`src/rtl/lcd1602_text_driver.sv`:
```
// lcd1602_text_driver: autonomous HD44780 8-bit writer that initialises the panel and prints two fixed lines.
// All pin activity is paced by a tick from a COUNT_MAX-cycle divider.
module lcd1602_text_driver #(
    parameter int COUNT_MAX       = 100000,
    parameter int INIT_WAIT_TICKS = 20
) (
    input  logic       clk,
    input  logic       reset,
    output logic       rs,
    output logic       rw,
    output logic       enable,
    output logic [7:0] data
);
    localparam int CW = $clog2(COUNT_MAX);
    // All 39 bytes in send order, first byte in the MSBs; rs flag per byte likewise.
    localparam logic [311:0] ROM = {40'h38_08_01_06_0C, 8'h80, "HELLO WORLD     ", 8'hC0, "LCD1602 READY   "};
    localparam logic [38:0] RS_ROM = {6'b0, {16{1'b1}}, 1'b0, {16{1'b1}}};

    typedef enum logic [2:0] {WAIT, INIT, LINE1, LINE2, DONE} state_t;
    typedef enum logic [1:0] {SETUP, PULSE, HOLD} phase_t;

    state_t        state;
    phase_t        phase;
    logic [CW-1:0] cnt;
    logic [15:0]   wait_cnt;
    logic [5:0]    idx;
    logic [5:0]    ridx;
    logic          tick;

    assign tick = cnt == CW'(COUNT_MAX - 1);
    assign ridx = 6'd38 - idx;
    assign rw   = 1'b0;

    always_ff @(posedge clk or posedge reset) begin
        if (reset) begin
            cnt      <= '0;
            wait_cnt <= '0;
            idx      <= '0;
            state    <= WAIT;
            phase    <= SETUP;
            rs       <= 1'b0;
            enable   <= 1'b0;
            data     <= 8'h00;
        end else begin
            cnt <= tick ? '0 : cnt + 1'b1;
            if (tick) begin
                if (state == WAIT) begin
                    wait_cnt <= wait_cnt + 1'b1;
                    if (wait_cnt == 16'(INIT_WAIT_TICKS - 1))
                        state <= INIT;
                end else if (state != DONE) begin
                    case (phase)
                        SETUP: begin
                            rs    <= RS_ROM[ridx];
                            data  <= ROM[{ridx, 3'b000} +: 8];
                            phase <= PULSE;
                        end
                        PULSE: begin
                            enable <= 1'b1;
                            phase  <= HOLD;
                        end
                        default: begin
                            enable <= 1'b0;
                            phase  <= SETUP;
                            idx    <= idx + 1'b1;
                            if (idx == 6'd4)
                                state <= LINE1;
                            else if (idx == 6'd21)
                                state <= LINE2;
                            else if (idx == 6'd38)
                                state <= DONE;
                        end
                    endcase
                end
            end
        end
    end
endmodule

```
`config.mk`:
```
export PLATFORM = sky130hd
export DESIGN_NAME = lcd1602_text_driver
export DESIGN_NICKNAME = d
export VERILOG_FILES = /design/src/rtl/lcd1602_text_driver.sv
export SDC_FILE = /design/constraint.sdc
export NUM_CORES = 1
export LEC_CHECK = 0
export BUFFER_PORTS_ARGS = -buffer_cell sky130_fd_sc_hd__buf_4
export CAP_MARGIN = 30
export CORE_ASPECT_RATIO = 0.6
export CORE_UTILIZATION = 40
export DETAILED_ROUTE_END_ITERATION = 6
export HOLD_SLACK_MARGIN = 0.08
export PLACE_DENSITY_LB_ADDON = 0.08
export SLEW_MARGIN = 20
export SYNTH_ARGS = -nofsm -noshare
export SYNTH_HDL_FRONTEND = slang
export SYNTH_SLANG_ARGS = --single-unit
```
`constraint.sdc`:
```
create_clock -name clk -period 4.1 [get_ports clk]
set_input_delay 0.205 -clock clk [delete_from_list [all_inputs] [get_ports clk]]
set_output_delay 0.205 -clock clk [all_outputs]
set_load 0.02 [all_outputs]
```
* After elaboration in Yosys (flattened, before gate mapping)
Memory sizes are Yosys's and may differ from the RTL's. A register that Yosys moved wholly into a read port is not among the register bits.
Cells that the tools add are included.
** Storage, ports and cells
- Flip-flop bits (word level) :: 53
- Latch bits :: 0
- RAM bits :: 0
- Bits in read-only memories :: 64
- Bits of input ports :: 2
- Output and inout port bits :: 11
- Logic and storage cells :: 46
- Memories kept :: 1
** Memories
- (no name shown) :: words 64, width 1, read ports 1, clocked after memory_dff 1, wr ports 0, RTL line 54 : rs <= RS_ROM[ridx];
** Operators by class
- $add $sub $neg :: 4
- Multiply operators :: 0
- Div/mod/pow operators :: 0
- Magnitude comparators :: 0
- Equality and inequality tests :: 9
- Shifts and indexed selects :: 1
- Multiplexer cells :: 10
- Bitwise operators :: 3
- Reduce and logical (&&, ||, !) cells :: 11
** Operators with widths (count)
- $shiftx 312x10->8 const A :: 1
- $mux 3 :: 7
- $add 17x1->17 const B :: 1
- $eq 17x17->1 const B :: 1
- $mux 17 :: 1
- $add 16x1->16 const B :: 1
- $eq 16x5->1 const B :: 1
- $reduce_and 4->1 :: 3
- $add 6x1->6 const B :: 1
- $eq 6x3->1 const B :: 1
- $eq 6x5->1 const B :: 1
- $eq 6x6->1 const B :: 1
- $sub 6x6->6 const A :: 1
- $reduce_and 5->1 :: 1
- $ne 2x1->1 const B :: 2
- $pmux 2 s2 :: 1
- $reduce_bool 4->1 :: 1
- $logic_not 3->1 :: 1
- $ne 3x3->1 const B :: 1
- $not 1->1 :: 3
- $reduce_and 3->1 :: 1
- $eq 2x1->1 const B :: 1
- $logic_not 2->1 :: 1
- $pmux 1 s2 :: 1
- 3 further kinds :: 3

* Longest topological paths before layout
Gate-level depths: netlist of the first run.
- Depth after elaboration :: 7
- Depth in mapped cells :: 10
- Depth with buffers taken out :: 8

* Worst setup path before layout of the first run
OpenSTA, ideal clock, no wires.
- Kind :: reg-to-reg
- Start :: reg idx[1]
- End :: reg data[2]
- Setup time :: 0.130 ns
- Data arrival time :: 2.121 ns
- Required time :: 3.970 ns
- Slack :: 1.849 ns
- Stages on the path, launching flop included :: 9
- Path buffers :: 2
- Period minus slack after synthesis :: 2.251 ns
- Cells stage by stage :: dfrtp_1 -> ha_1 -> ha_1 -> clkbuf_1 -> clkbuf_1 -> mux2i_1 -> o22ai_1 -> o211ai_1 -> a31oi_1
** Between the ends
- Word-level cells in the longest chain between the ends :: 2
** RTL lines
- from (decl) :: RTL line 26 : logic [5:0] idx;
- from (signal assigned) :: RTL line 65 : idx <= idx + 1'b1;
- $sub 6x6->6 :: RTL line 31 : assign ridx = 6'd38 - idx;
- $shiftx 312x10->8 :: RTL line 55 : data <= ROM[{ridx, 3'b000} +: 8];
- to (signal assigned) :: RTL line 55
- to (decl) :: RTL line 12 : output logic [7:0] data
No other way between the ends.
A chain may end at the register's enable or synchronous reset.

* Worst setup path after layout of the first run
- Start :: reg idx[0]
- End :: reg data[0]
The elaborated chain is that of the path after synthesis.

==> out/summary.txt, run 1 <==
================================================================================
# clock sinks                                                                 54
Run status                                                             completed
Vias in the first global route                                              2214
Synth Warn #                                                                   0
Worst Tran Pin Value                                                    0.819 ns
Number of gates resized after cts                                              0
Crit Path Max Fanout                                                          20
CTS hold repair buffers                                                        0
Worst-case headroom to the max-slew limit                                  0.454
Final routed wire length divided by cell count                           15.6 um
Post-synthesis cell type count                                                60
Residual DRC count                                                             0
Number of antenna violations at the first check in global routing              0
Critical path, cell by cell                                         ha_1, ha_1, o21ai_0, o21ai_0, and3_1, a311o_1, nand3_1, a31oi_1
Mapped Area                                                            3280 um^2
Placed Area                                                            3400 um^2
Post-route worst setup slack                                             1.11 ns
Horizontal die dimension                                                  119 um
Count of max-cap constraint violations                                         0
Count of buffers from port buffering                                          11
Overall routed net length                                                7.02 mm
Number of rows created at floorplan                                           25
Final Critical Period                                                    2.99 ns
Worst path slowest cell                                                  dfrtp_1
Cell chosen for the clock root                                         clkbuf_16
N_diodes                                                                       0
Buffer levels on the longest clock path                                        2
H-Tree Depth                                                                   2
Startpoint of the worst register-to-register path                   idx[0]$_DFFE_PP0P_
Total Neg Setup Slack                                                       0 ns
GPL Wtd Cong                                                               0.807
Worst EP required                                                        4.26 ns
Leakage power summed over all cells                                   0.00156 uW
Worst hold path class                                               input pin to asynchronous set/reset pin
Count of final setup violators                                                 0
Clock buffer count from CTS                                                    5
Reg2Reg Depth                                                                  8
Die area                                                               8590 um^2
Syn Nets                                                                     354
Worst Clk Skew                                                        0.00949 ns
Signal arrival time at the worst endpoint                                3.15 ns
EDFF count, synth                                                              0
Endpoint class of the critical path                                     register
ANT nets after route                                                           0
Detailed Route Iter0 Violations                                              266
Critical path type                                                  register to register
Most common cell after layout, fill and taps aside                       dfrtp_1
End of the worst register-to-register path                          data[0]$_DFFE_PP0P_
Sequential area share after synthesis                                      0.412
Overall overflow remaining after global route                                  0
Synthesized instance count                                                   341
Net total in the final layout                                                354
Power per unit of standard cell area                                 271 nW/um^2
Largest net degree at the start of global routing                             55
Clock-pin slew on the worst setup and hold paths                         0.07 ns
Placement-stage worst setup slack                                        1.16 ns
Worst setup slack for register-to-register paths                         1.11 ns
Final instance area                                                    3540 um^2
Overall power after layout                                                959 uW
Number of hold violations in the final report                                  0
Leading register cell type out of synthesis                              dfrtp_1
Post-CTS Setup Repair Bufs                                                     0
Mean instance size in the synthesized netlist                          9.63 um^2
TritonRoute pass-1 iters                                                       4
Growth of design area from synthesis to finish                             7.81%
Effective utilization at floorplan                                         0.415
Fin crit share                                                             0.730
Unrepaired setup endpoints after global routing                            false
Overall die height                                                       72.2 um
Fill cell count                                                              764
Wire length of the first global-routing pass                             11.8 mm
Slowest cell delay on critical path                                      0.70 ns
Overall global routing resource usage                                      0.176
Ratio of cells with drive above 1 in the final layout                      0.135
Maximum vdd drop                                                        0.150 mV
Vias after detailed routing                                                 2374
Post-Layout Cell Count                                                       449
Most frequent cells in the layout                                   dfrtp_1 (54), nand2_1 (32), nor2_1 (24)
IO Count                                                                      13
Placeable core region                                                  7910 um^2
#FFs+latches synth                                                            54
Cell Count Post-Placement                                                    442
Placed wire-length estimate                                              4.86 mm
Avg Vias per Cell                                                           5.29
Clock latency on the worst-skew pair                                     0.29 ns
TritonCTS clock tree                                                         yes
Timing-limited maximum frequency                                         334 MHz
Launching element type of the critical path                             register
Number of max-slew violations in the final report                              0
Synth async-reset ratio                                                     1.00
================================================================================
==> area by class of cell <==
type	count	area [um^2]	area share
multi-input cells	258	1780	0.503
inverters	9	33.8	0.00954
repair buffers	13	97.6	0.0276
flip-flops and latches	54	1350	0.382
clock inverters	2	15.0	0.00424
well taps	108	135	0.0382
clock buffers	5	125	0.0353
==> synth_stat cells, types with 2 or more instances <==
library cell / number / area [um^2]
dfrtp_1: 54 / 1350
nand2_1: 32 / 120
nor2_1: 24 / 90.1
xnor2_1: 21 / 184
nand3_1: 17 / 85.1
a21oi_1: 16 / 80.1
o21ai_0: 13 / 65.1
xor2_1: 13 / 114
ha_1: 11 / 138
nor3_1: 11 / 55.1
nand4_1: 10 / 62.6
and3_1: 9 / 56.3
inv_1: 9 / 33.8
a31oi_1: 8 / 50.1
clkbuf_1: 8 / 30.0
mux2i_1: 7 / 70.1
nor2b_1: 7 / 43.8
buf_2: 6 / 30.0
and2_1: 4 / 25.0
a311oi_1: 3 / 26.3
and4_4: 3 / 33.8
buf_4: 3 / 22.5
buf_6: 3 / 33.8
nor4_1: 3 / 18.8
o211ai_1: 3 / 22.5
a21o_1: 2 / 15.0
a31o_2: 2 / 17.5
and3_4: 2 / 22.5
nand2b_1: 2 / 12.5
nor3_2: 2 / 20.0
o22ai_1: 2 / 12.5
or3_1: 2 / 12.5
xnor2_2: 2 / 32.5
==> routing by layer <==
layer,track usage,share of wire,vias up
li1,-,-,1204
met1,0.288,0.59,1126
met2,0.229,0.37,42
met3,0.0385,0.039,2
met4,0.0366,0.0024,0
met5,0,0,-
==> worst max-delay path by stage <==
stage          slack, ns               start             endpoint
6_report            1.11  idx[0]$_DFFE_PP0P_  data[0]$_DFFE_PP0P_
3_3_place_gp        1.22  idx[0]$_DFFE_PP0P_  data[0]$_DFFE_PP0P_
4_1_cts             1.13  idx[0]$_DFFE_PP0P_  data[0]$_DFFE_PP0P_
3_5_place_dp        1.16  idx[0]$_DFFE_PP0P_  data[0]$_DFFE_PP0P_
2_1_floorplan       1.85  idx[1]$_DFFE_PP0P_  data[2]$_DFFE_PP0P_
5_1_grt             0.88  idx[0]$_DFFE_PP0P_  data[0]$_DFFE_PP0P_
==> metrics by stage <==
stage | hold WS, ns | util
detailed placement | 0.458 | 0.430
CTS | 0.138 | 0.447
global placement | 0.440 | 0.430
global route | 0.182 | 0.447
finish | 0.116 | 0.447
floorplan | 0.424 | -
==> power by group <==
part | switching [uW] | internal, uW | total (uW)
clock | 191 | 223 | 415
combinational | 11.4 | 1.32 | 12.7
sequential | 0 | 532 | 532
==> registers in the layout, indices dropped and copies added (netlist names) <==
register and flops:
cnt 17, wait_cnt 16, data 8, idx 6, state 3, phase 2, enable 1, rs 1
==> worst max-delay path, delay by kind of cell (launching register included) <==
| family | cells | cell delay, ns |
|---|---|---|
| flops | 1 | 0.70 |
| simple gates | 2 | 0.31 |
| fa+ha+maj | 2 | 1.16 |
| compound gates | 4 | 0.68 |
==> kinds of logic after synthesis <==
group                      after synthesis  synth area share
DFF                                     54             0.412
and+or+nand+nor                        136             0.229
AOI/OAI and AO/OA                       64             0.133
other                                    1           0.00114
muxes                                    9            0.0316
buffers and inverters                   29            0.0457
xor gates and xnor gates                37             0.106
adders and majority gates               11            0.0419
No activity file was read; power rests on OpenSTA's default activity.
==> run 2: changes to the inputs <==
==> constraint.sdc (replaced) <==
create_clock -name clk -period 2.6 [get_ports clk]
set_input_delay 0.13 -clock clk [delete_from_list [all_inputs] [get_ports clk]]
set_output_delay 0.13 -clock clk [all_outputs]
set_load 0.02 [all_outputs]
==> run 2 against run 1 <==
  * Sequential power grew 58%
  * Cell count grew 3.8%
  * Via count grew 2.8%
  * Non-clock buffer count grew 16
  * Critical path type unchanged
  * Critical endpoint is now data[6]$_DFFE_PP0P_
==> out/summary.txt, run 2 (same netlist as run 1, synthesis figures left out) <==
================================================================================
Run status                                                             completed
Maximum vdd drop                                                        0.269 mV
Avg Vias per Cell                                                           5.24
IO Count                                                                      13
Number of rows created at floorplan                                           25
Post-CTS Setup Repair Bufs                                                     0
Crit Path Max Fanout                                                           7
Final routed wire length divided by cell count                           15.1 um
Top register by number of flip-flops                                         cnt
Detailed Route Iter0 Violations                                              201
Overall routed net length                                                7.06 mm
Unrepaired setup endpoints after global routing                            false
Effective utilization at floorplan                                         0.415
ANT nets after route                                                           0
Growth of design area from synthesis to finish                             12.5%
Clock latency on the worst-skew pair                                     0.29 ns
Clock buffer count from CTS                                                    5
Worst Min Path Start                                                cnt[0]$_DFF_PP0_
Count of buffers from port buffering                                          11
Total Neg Setup Slack                                                       0 ns
Worst-case headroom to the max-slew limit                                  0.564
Reg2Reg Depth                                                                  8
Ratio of cells with drive above 1 in the final layout                      0.173
Die area                                                               8590 um^2
H-Tree Depth                                                                   2
Number of flip-flops under the largest register name                          17
Timing-limited maximum frequency                                         445 MHz
Placeable core region                                                  7910 um^2
Registers with the most flip-flops                                  cnt x17, wait_cnt x16, data x8
Fill cell count                                                              749
Number of gates resized after cts                                              0
Most common cell after layout, fill and taps aside                       dfrtp_1
Startpoint of the worst register-to-register path                   idx[0]$_DFFE_PP0P_
Net total in the final layout                                                370
Vias after detailed routing                                                 2440
Horizontal die dimension                                                  119 um
Worst setup slack for register-to-register paths                         0.35 ns
Worst EP required                                                        2.82 ns
Core utilization of the finished layout                                    0.467
Fin crit share                                                             0.865
Worst hold path class                                               register to register
Wire length of the first global-routing pass                             12.0 mm
Count of final setup violators                                                 0
Endpoint class of the critical path                                     register
Cell chosen for the clock root                                         clkbuf_16
GPL Wtd Cong                                                               0.837
Residual DRC count                                                             0
Number of hold violations in the final report                                  0
Number of max-slew violations in the final report                              0
Instance count along the most critical hold path                               1
TritonCTS clock tree                                                         yes
Critical path type                                                  register to register
Count of max-cap constraint violations                                         0
TritonRoute pass-1 iters                                                       4
Leakage power summed over all cells                                   0.00166 uW
CTS hold repair buffers                                                        1
Vias in the first global route                                              2265
# clock sinks                                                                 54
Launching element type of the critical path                             register
Overall global routing resource usage                                      0.180
Overall die height                                                       72.2 um
Overall overflow remaining after global route                                  0
Signal arrival time at the worst endpoint                                2.47 ns
Worst Tran Pin Value                                                    0.653 ns
Clock-pin slew on the worst setup and hold paths                         0.08 ns
Most frequent cells in the layout                                   dfrtp_1 (54), nand2_1 (32), buf_4 (28)
Power per unit of standard cell area                                 446 nW/um^2
Final Critical Period                                                    2.25 ns
Largest net degree at the start of global routing                             30
Number of antenna violations at the first check in global routing              0
Critical path startpoint                                            idx[0]$_DFFE_PP0P_
Worst Clk Skew                                                         0.0101 ns
Placed wire-length estimate                                              5.19 mm
Final hold slack                                                        0.455 ns
N_diodes                                                                       0
Buffer levels on the longest clock path                                        2
================================================================================
## run 2: layout make-up
cell class | count | area [um^2] | share of cell area
clock buffers | 5 | 125 | 0.0339
clock inverters | 3 | 47.5 | 0.0129
inverters | 9 | 33.8 | 0.00914
multi-input cells | 258 | 1780 | 0.482
flip-flops and latches | 54 | 1350 | 0.366
well taps | 108 | 135 | 0.0366
repair buffers | 29 | 220 | 0.0596
## run 2: worst paths after layout
kind                                           end
max in group asynchronous     state[2]$_DFFE_PP0P_
hold / removal                    cnt[0]$_DFF_PP0_
setup / recovery               data[6]$_DFFE_PP0P_
min in group asynchronous  wait_cnt[8]$_DFFE_PP0P_
hold reg to reg                   cnt[0]$_DFF_PP0_
setup reg to reg               data[6]$_DFFE_PP0P_
## run 2: worst max-delay path: stages (launching register included)
cell and delay [ns]:
dfrtp_1 0.46, ha_1 0.32, ha_1 0.40, buf_4 0.20, nor2b_1 0.21, nor3_1 0.09
a211oi_1 0.22, o21ai_0 0.13, a31oi_1 0.16
## run 2: through the flow
step                      worst slack, ns  instances  instance area, um^2  total power, uW
after floorplan                     0.349        341                 3280              870
after global placement              0.403        457                 3510              879
after detailed placement            0.383        457                 3510              879
after CTS                           0.376        466                 3690             1670
after global routing                0.219        466                 3690             1710
final                               0.351        466                 3690             1650
## run 2: routing by layer
metal,up-vias,GRT usage,share of wire
met4,0,0.0366,0.0035
li1,1241,-,-
met2,47,0.232,0.37
met1,1150,0.298,0.58
met5,-,0,0
met3,2,0.0362,0.048
## run 2: power breakdown
group	switching [uW]	internal (uW)
logic	18.8	4.02
registers	0	839
clock network	326	462
total	344	1310
==> run 3: changes to the inputs <==
--- a/config.mk
+++ b/config.mk
@@ -8,7 +8,7 @@
 export BUFFER_PORTS_ARGS = -buffer_cell sky130_fd_sc_hd__buf_4
 export CAP_MARGIN = 30
 export CORE_ASPECT_RATIO = 0.6
-export CORE_UTILIZATION = 40
+export CORE_UTILIZATION = 47
 export DETAILED_ROUTE_END_ITERATION = 6
 export HOLD_SLACK_MARGIN = 0.08
 export PLACE_DENSITY_LB_ADDON = 0.08
==> run 3 against run 2 <==
  * Routed wire length is 1.8% lower
  * Sequential share of layout area rose by 0.76 points
  * Largest power group unchanged
  * Maximum frequency is 2.1% higher
  * Global-route usage rose by 3.7 points
  * Via count about the same
  * Critical path depth unchanged
==> out/summary.txt, run 3 (same netlist as run 1, synthesis figures left out) <==
================================================================================
Worst Clk Skew                                                        0.00965 ns
GR Util met2                                                               0.245
H-Tree Depth                                                                   2
Overall global routing resource usage                                      0.216
Count of buffers from port buffering                                          11
Number of max-slew violations in the final report                              0
Launching element type of the critical path                             register
Most frequent cells in the layout                                   dfrtp_1 (54), nand2_1 (32), buf_4 (26)
Clock buffer count from CTS                                                    5
Leakage power summed over all cells                                   0.00163 uW
Count of final setup violators                                                 0
Unrepaired setup endpoints after global routing                            false
ANT nets after route                                                           0
Worst setup path endpoint                                           data[6]$_DFFE_PP0P_
Signal arrival time at the worst endpoint                                2.42 ns
Combined area of the multi-input logic cells                           1780 um^2
Met3 capacity usage during global routing                                 0.0509
End of the worst register-to-register path                          data[6]$_DFFE_PP0P_
Critical path type                                                  register to register
Number of antenna violations at the first check in global routing              0
Fin crit share                                                             0.847
# clock sinks                                                                 54
Effective utilization at floorplan                                         0.490
Vias after detailed routing                                                 2441
Placeable core region                                                  6710 um^2
Buffer levels on the longest clock path                                        2
Startpoint of the worst register-to-register path                   idx[0]$_DFFE_PP0P_
Maximum vdd drop                                                        0.325 mV
Final hold slack                                                        0.448 ns
Worst setup slack for register-to-register paths                         0.40 ns
N_diodes                                                                       0
Worst Tran Pin Value                                                    0.642 ns
Worst EP required                                                        2.82 ns
Wire length of the first global-routing pass                             11.7 mm
Fill cell count                                                              625
Final instance area                                                    3620 um^2
Number of hold violations in the final report                                  0
Largest net degree at the start of global routing                             27
Reg2Reg Depth                                                                  8
Number of gates resized after cts                                              0
Core utilization of the finished layout                                    0.540
Worst hold path class                                               input pin to asynchronous set/reset pin
Detailed Route Iter0 Violations                                              167
Overall overflow remaining after global route                                  0
Vias in the first global route                                              2197
Final routed wire length divided by cell count                           15.7 um
Overall routed net length                                                6.93 mm
Power per unit of standard cell area                                 418 nW/um^2
Run status                                                             completed
Die area                                                               7330 um^2
TritonRoute pass-1 iters                                                       4
Fraction of met1 tracks used by global routing                             0.372
Crit Path Max Fanout                                                          10
Most common cell after layout, fill and taps aside                       dfrtp_1
Net total in the final layout                                                368
Cell chosen for the clock root                                         clkbuf_16
Number of flip-flops under the largest register name                          17
Reg area                                                               1350 um^2
Residual DRC count                                                             0
Horizontal die dimension                                                  110 um
Worst-case headroom to the max-slew limit                                  0.570
Registers with the most flip-flops                                  cnt x17, wait_cnt x16, data x8
Final Critical Period                                                    2.20 ns
Placed Area                                                            3470 um^2
Placed wire-length estimate                                              5.16 mm
IO Count                                                                      13
Global-route layer with the greatest usage                                  met1
TritonCTS clock tree                                                         yes
Clock-pin slew on the worst setup and hold paths                         0.07 ns
Critical path startpoint                                            idx[0]$_DFFE_PP0P_
Count of max-cap constraint violations                                         0
GPL Wtd Cong                                                               0.808
Timing-limited maximum frequency                                         454 MHz
Endpoint class of the critical path                                     register
Number of rows created at floorplan                                           23
Total Neg Setup Slack                                                       0 ns
Avg Vias per Cell                                                           5.52
Top register by number of flip-flops                                         cnt
Overall die height                                                       66.7 um
Ratio of cells with drive above 1 in the final layout                      0.166
Clock latency on the worst-skew pair                                     0.30 ns
Growth of design area from synthesis to finish                             10.3%
================================================================================
-- run 3: layout make-up --
type	instances	area share
inverter	9	0.00933
timing repair buffer	27	0.0567
tap	87	0.0301
clock inverter	2	0.00380
sequential	54	0.373
multi-input combinational	258	0.492
clock buffer	5	0.0346
-- run 3: critical path, stage by stage, from the launching register on --
cell	delay (ns)
dfrtp_1	0.42
ha_1	0.28
ha_1	0.43
buf_4	0.21
nor2b_1	0.21
nor3_1	0.08
a211oi_1	0.22
o21ai_0	0.12
a31oi_1	0.16
-- run 3: worst min path at each step --
stage / endpoint / startpoint / depth (start not counted)
final: wait_cnt[0]$_DFFE_PP0P_ / reset / 3
after global routing: cnt[0]$_DFF_PP0_ / cnt[0]$_DFF_PP0_ / 1
after CTS: wait_cnt[0]$_DFFE_PP0P_ / reset / 3
after detailed placement: wait_cnt[0]$_DFFE_PP0P_ / reset / 2
after global placement: cnt[3]$_DFF_PP0_ / reset / 2
after floorplan: cnt[0]$_DFF_PP0_ / cnt[0]$_DFF_PP0_ / 1
-- run 3: timing repair --
item / CTS / global route
endpoints found under the hold margin: 24 / 0
hold buffers: 1 / 0
buffers inserted: 0 / 0
-- run 3: layer usage --
layer  up-vias  share of wire
met5         -              0
met4         0         0.0098
met1      1147           0.58
li1       1236              -
met3         8          0.058
met2        50           0.35
-- run 3: power by group --
| group | switching [uW] | internal [uW] | total [uW] |
|---|---|---|---|
| registers | 0 | 840 | 840 |
| logic | 18.1 | 4.04 | 22.2 |
| clock network | 296 | 354 | 650 |
| total | 314 | 1200 | 1510 |
-- run 3: stage by stage --
stage / instances / total power, uW / worst slack (ns)
final: 442 / 1510 / 0.398
after global routing: 442 / 1560 / 0.197
after CTS: 442 / 1540 / 0.396
after detailed placement: 434 / 879 / 0.399
after global placement: 434 / 878 / 0.437
after floorplan: 341 / 870 / 0.349
